`src/rtl/phase_step_arbiter_if.sv`:
```
// phase_step_arbiter_if: command and status bundle between two requesters and the shared phase stepper.
interface phase_step_arbiter_if #(parameter int CNT_W = 8);
    logic             req0, req1, dir0, dir1;
    logic [CNT_W-1:0] cnt0, cnt1;
    logic             ack0, ack1, done0, done1, busy, y;
    logic [1:0]       gnt, phase;
    modport master (
        output req0, req1, dir0, dir1, cnt0, cnt1,
        input  ack0, ack1, done0, done1, busy, y, gnt, phase
    );
    modport slave (
        input  req0, req1, dir0, dir1, cnt0, cnt1,
        output ack0, ack1, done0, done1, busy, y, gnt, phase
    );
endinterface

```
`src/rtl/phase_step_arbiter.sv`:
```
// phase_step_arbiter: two-requester arbiter driving a shared mod-4 phase stepper, one step per cycle.
// Define PHASE_ARB_FIXED_PRIO_EN for fixed priority (requester 0 wins ties); default is round-robin.
module phase_step_arbiter #(
    parameter int CNT_W = 8
) (
    input logic                 clk,
    input logic                 rst_n,
    phase_step_arbiter_if.slave bus
);
    typedef enum logic [1:0] {IDLE, RUN, DONE} state_t;
    state_t           state;
    logic [CNT_W-1:0] rem;
    logic             dir_q;
    logic             pick1;
    logic             any_req;
    assign any_req = bus.req0 | bus.req1;
    assign bus.y   = &bus.phase;
`ifdef PHASE_ARB_FIXED_PRIO_EN
    assign pick1 = bus.req1 & ~bus.req0;
`else
    logic last;
    // last = 1 means requester 1 was served most recently, so requester 0 wins the next tie
    assign pick1 = bus.req1 & ~(bus.req0 & last);
    always_ff @(posedge clk or negedge rst_n)
        if (!rst_n)
            last <= 1'b1;
        else if (state == IDLE && any_req)
            last <= pick1;
`endif
    always_ff @(posedge clk or negedge rst_n) begin
        if (!rst_n) begin
            state     <= IDLE;
            rem       <= '0;
            dir_q     <= 1'b0;
            bus.phase <= 2'b00;
            bus.gnt   <= 2'b00;
            bus.busy  <= 1'b0;
            bus.ack0  <= 1'b0;
            bus.ack1  <= 1'b0;
            bus.done0 <= 1'b0;
            bus.done1 <= 1'b0;
        end else begin
            bus.ack0  <= 1'b0;
            bus.ack1  <= 1'b0;
            bus.done0 <= 1'b0;
            bus.done1 <= 1'b0;
            case (state)
                IDLE: if (any_req) begin
                    state    <= RUN;
                    bus.gnt  <= pick1 ? 2'b10 : 2'b01;
                    bus.ack0 <= ~pick1;
                    bus.ack1 <= pick1;
                    bus.busy <= 1'b1;
                    dir_q    <= pick1 ? bus.dir1 : bus.dir0;
                    rem      <= pick1 ? bus.cnt1 : bus.cnt0;
                end
                RUN: begin
                    if (rem != '0) begin
                        bus.phase <= dir_q ? bus.phase - 2'd1 : bus.phase + 2'd1;
                        rem       <= rem - CNT_W'(1);
                    end
                    // zero-count commands also finish after a single RUN cycle
                    if (rem[CNT_W-1:1] == '0) begin
                        state     <= DONE;
                        bus.done0 <= bus.gnt[0];
                        bus.done1 <= bus.gnt[1];
                    end
                end
                DONE: begin
                    state    <= IDLE;
                    bus.gnt  <= 2'b00;
                    bus.busy <= 1'b0;
                end
                default: state <= IDLE;
            endcase
        end
    end
endmodule

```
`src/flat_wrapper.sv`:
```
// flat-port wrapper written by rule: the top's interface ports become plain ports
module phase_step_arbiter_flat 
#(
    parameter int CNT_W = 8
)
  (clk, rst_n, bus_req0, bus_req1, bus_dir0, bus_dir1, bus_cnt0, bus_cnt1, bus_ack0, bus_ack1, bus_done0, bus_done1, bus_busy, bus_y, bus_gnt, bus_phase);
  phase_step_arbiter_if #(.CNT_W(CNT_W)) bus_i ();
  input logic clk;
  input logic rst_n;
  input wire logic [$bits(bus_i.req0)-1:0] bus_req0;
  input wire logic [$bits(bus_i.req1)-1:0] bus_req1;
  input wire logic [$bits(bus_i.dir0)-1:0] bus_dir0;
  input wire logic [$bits(bus_i.dir1)-1:0] bus_dir1;
  input wire logic [$bits(bus_i.cnt0)-1:0] bus_cnt0;
  input wire logic [$bits(bus_i.cnt1)-1:0] bus_cnt1;
  output wire logic [$bits(bus_i.ack0)-1:0] bus_ack0;
  output wire logic [$bits(bus_i.ack1)-1:0] bus_ack1;
  output wire logic [$bits(bus_i.done0)-1:0] bus_done0;
  output wire logic [$bits(bus_i.done1)-1:0] bus_done1;
  output wire logic [$bits(bus_i.busy)-1:0] bus_busy;
  output wire logic [$bits(bus_i.y)-1:0] bus_y;
  output wire logic [$bits(bus_i.gnt)-1:0] bus_gnt;
  output wire logic [$bits(bus_i.phase)-1:0] bus_phase;
  assign bus_i.req0 = bus_req0;
  assign bus_i.req1 = bus_req1;
  assign bus_i.dir0 = bus_dir0;
  assign bus_i.dir1 = bus_dir1;
  assign bus_i.cnt0 = bus_cnt0;
  assign bus_i.cnt1 = bus_cnt1;
  assign bus_ack0 = bus_i.ack0;
  assign bus_ack1 = bus_i.ack1;
  assign bus_done0 = bus_i.done0;
  assign bus_done1 = bus_i.done1;
  assign bus_busy = bus_i.busy;
  assign bus_y = bus_i.y;
  assign bus_gnt = bus_i.gnt;
  assign bus_phase = bus_i.phase;
  phase_step_arbiter #(.CNT_W(CNT_W)) u_core (.clk(clk), .rst_n(rst_n), .bus(bus_i));
endmodule
```
`config.mk`:
```
export PLATFORM = sky130hd
export DESIGN_NAME = phase_step_arbiter_flat
export DESIGN_NICKNAME = d
export VERILOG_FILES = /design/src/rtl/phase_step_arbiter_if.sv /design/src/rtl/phase_step_arbiter.sv /design/src/flat_wrapper.sv
export SDC_FILE = /design/constraint.sdc
export NUM_CORES = 1
export LEC_CHECK = 0
export ABC_AREA = 1
export BUFFER_PORTS_ARGS = -buffer_cell sky130_fd_sc_hd__buf_2
export CAP_MARGIN = 40
export CORE_MARGIN = 1
export CORE_UTILIZATION = 51
export CTS_CLUSTER_DIAMETER = 200
export CTS_CLUSTER_SIZE = 10
export DETAILED_ROUTE_END_ITERATION = 8
export HOLD_SLACK_MARGIN = 0.08
export PLACE_DENSITY = 0.88
export SYNTH_ARGS = -nofsm -noshare
export SYNTH_HDL_FRONTEND = slang
export SYNTH_SLANG_ARGS = --single-unit
```
`constraint.sdc`:
```
create_clock -name clk -period 1.9 [get_ports clk]
set_input_delay 0.285 -clock clk [delete_from_list [all_inputs] [get_ports clk]]
set_output_delay 0.285 -clock clk [all_outputs]
set_load 0.01 [all_outputs]
```
==> results_dict.tcl <==
set metrics [dict create \
    design.final.nets 225 \
    clock-sinks 21 \
    routedWlPerCell_um 11.9 \
    post_drt_antenna_nets 0 \
    worst_slew_pin_slew_ns 0.485 \
    detailedPlace.worstSlack_ns 0.379 \
    finalWirelength_um 2710 \
    vdd_drop_max_v 0.000530 \
    unrepaired_setup_endpoints_after_global_routing "false" \
    dr.max_layer_used "met4" \
    synthesis_to_finish_area_growth_pct 17.2 \
    grt_antenna_before_repair 0 \
    synth_top_area_cell "sky130_fd_sc_hd__dfrtp_1" \
    cap_violations 0 \
    ys_dominant_reg_cell "sky130_fd_sc_hd__dfrtp_1" \
    final_layout_size_suffix_gt1_share_pct 22.0 \
    async_flop_share_pct 100 \
    crit_path_start_kind "register" \
    synth_top_cells_by_count "sky130_fd_sc_hd__nand2_1 (60), sky130_fd_sc_hd__inv_1 (21), sky130_fd_sc_hd__dfrtp_1 (20)" \
    grt_max_degree 22 \
    max_stage_delay_ns 0.55 \
    power.leakage_nw 0.772 \
    globalRouteOverflowTotal 0 \
    routabilityCongestion 0.802 \
    finish.utilization_pct 63.8 \
    mapped_area_mm2 0.00121 \
    initial_util_pct 54.4 \
    worst_path_max_delay_cell "sky130_fd_sc_hd__dfstp_2" \
    number_of_filler_cells_placed_in_the_layout 210 \
    synth_top_cells_by_area "sky130_fd_sc_hd__dfrtp_1 (41%), sky130_fd_sc_hd__nand2_1 (19%), sky130_fd_sc_hd__inv_1 (6.5%)" \
    detailroute.wirelength.met3_um 98 \
    outcome "complete, no violations" \
    timing.critical_path.required_ns 2.13 \
    most_frequent_cell_after_synthesis "sky130_fd_sc_hd__nand2_1" \
    postLayoutSetupSlackWorst_ns 0.303 \
    synth-seq-area-share_pct 43.4 \
    grt_first_pass_wirelength_um 4770 \
    post_cts.repair.setup_buffers 0 \
    cts_max_path_buffers 2 \
    synthesis.nets 191 \
    drt-initial-drc-count 22 \
    critical_path_peak_fanout 13 \
    setup_viol 0 \
    cts_tree "done" \
    grtUsageTotal_pct 25.6 \
    detail_route.drc_violations 0 \
    synthesis.yosys.warnings 0 \
    placement_rows 17 \
    maxSlewViolCount 0 \
    place.detailed.hpwl_um 1970 \
    clk_root_buffer_cell "sky130_fd_sc_hd__clkbuf_4" \
    finalClockSkew_ns 0.00192 \
    end_kind "register" \
    register_to_register_path_setup_slack_ns 0.30 \
    synth_seq_cells 21 \
    slew_headroom_pct 67.7 \
    synth_cell_type_count 24 \
    synth-edff-count 0 \
    path_clk_slew_ns 0.13 \
    setup_total_negative_slack_ns 0 \
    path_class "reg2reg" \
    grt_pass1_vias 1130 \
    cts-buffers-inserted 3 \
    power_density_of_the_placed_cells_mw_per_mm2 517 \
    antennaDiodeCount 0 \
    timing.critical_path.arrival_ns 1.83 \
    dr_vias_cell 4.98 \
    ctsResizeCount 0 \
    post_synth_inst_count 167 \
    hold_path_class "in2reg" \
    die-height_um 50.8 \
    ctsHtreeMaxLevel 1 \
    synthesis.area_per_instance_um2 7.27 \
    period_share_pct 84.1 \
    cp_cell_sequence "nand2_1, nand2_1, inv_1, nand2_1, nand2_1, nand2_1, nand2_1, nand2_1, nand2_1" \
    final_hold_viol_count 0 \
    m1WireLength_um 1160 \
    fp.dieArea_mm2 0.00258 \
    fin_worst_hold_slack_ns 0.163 \
    timing.critical_path.mode_cell "sky130_fd_sc_hd__nand2_1" \
    yosysTopAreaCellShare_pct 41.2 \
    core_area_mm2 0.00223 \
    fp.dieW_um 50.8 \
    port_buffers 31 \
    drt_first_pass_iters 4 \
    fmax_mhz 626 \
    clk-insertion-delay-late_ns 0.32 \
    final.min_clock_period_ns 1.60 \
    met2_wl_um 1390 \
    vias 1136 \
    ioPinCount 32 \
]
[state kept, by name, indices dropped and copies added (netlist names), 2 cells and up]
register and flops:
u_core.bus.gnt 2, u_core.bus.phase 2, u_core.rem 8, u_core.state 2
[layout by cell type, fill, tap and decap left out, drive strengths merged, types with 3 or more instances in the layout]
cell,n
buf,32
nand3,13
dfrtp,20
clkbuf,3
inv,21
nand3b,3
o21ai,16
nor2,16
nand2,63
[worst max-delay path: cells and delay by family (launching register included)]
| family | cells | cell delay (ns) |
|---|---|---|
| flops | 1 | 0.55 |
| simple gates | 8 | 0.75 |
| buf+inv | 1 | 0.18 |
[where the power goes]
part	total [mW]	internal, mW	switching [mW]
registers	0.447	0.447	0
logic	0.0507	0.0220	0.0287
clock network	0.238	0.0806	0.157
total	0.736	0.550	0.186
[area by class of cell]
cell class	count	area, µm²	area share [%]
Clock buffer	3	22.5	1.58
Clock inverter	1	7.51	0.527
Inverter	22	83.8	5.89
Multi-Input combinational cell	120	576	40.4
Sequential cell	21	527	37.0
Tap cell	28	35.0	2.46
Timing Repair Buffer	33	173	12.1
[metrics by stage]
step	cell area [µm²]	instances	total power, mW
floorplan	1210	167	0.470
global placement	1380	223	0.503
detailed placement	1380	223	0.504
CTS	1420	228	0.736
global route	1420	228	0.761
finish	1420	228	0.736
[cell families after synthesis]
kind of cell | Yosys count | synth area share, %
buffers and inverters | 26 | 9.27
xor gates and xnor gates | 2 | 1.44
AOI/OAI and AO/OA | 19 | 9.58
and+or+nand+nor | 97 | 34.3
adders and majority gates | 2 | 2.06
DFF | 21 | 43.4
[timing repair]
item	4_1_cts	5_1_grt
hold buffers	1	0
endpoints found under the setup margin	0	0
endpoints found under the hold margin	20	0
[final timing paths]
path,start,to,depth (start not counted)
min,bus_dir1,u_core.dir_q$_DFFE_PN0P_,3
min reg2reg,u_core.last$_DFFE_PN1P_,u_core.last$_DFFE_PN1P_,2
max in group asynchronous,rst_n,u_core.last$_DFFE_PN1P_,2
max reg2reg,u_core.last$_DFFE_PN1P_,u_core.rem[3]$_DFFE_PN0P_,9
min in group asynchronous,rst_n,u_core.rem[4]$_DFFE_PN0P_,2
max,u_core.last$_DFFE_PN1P_,u_core.rem[3]$_DFFE_PN0P_,9
[layer usage]
layer | GRT usage [%] | vias up
met1 | 30.5 | 514
met3 | 4.24 | 7
li1 | - | 586
met2 | 45.1 | 29
met4 | 11.1 | 0
met5 | 0 | -
No activity file was read; power rests on OpenSTA's default activity.
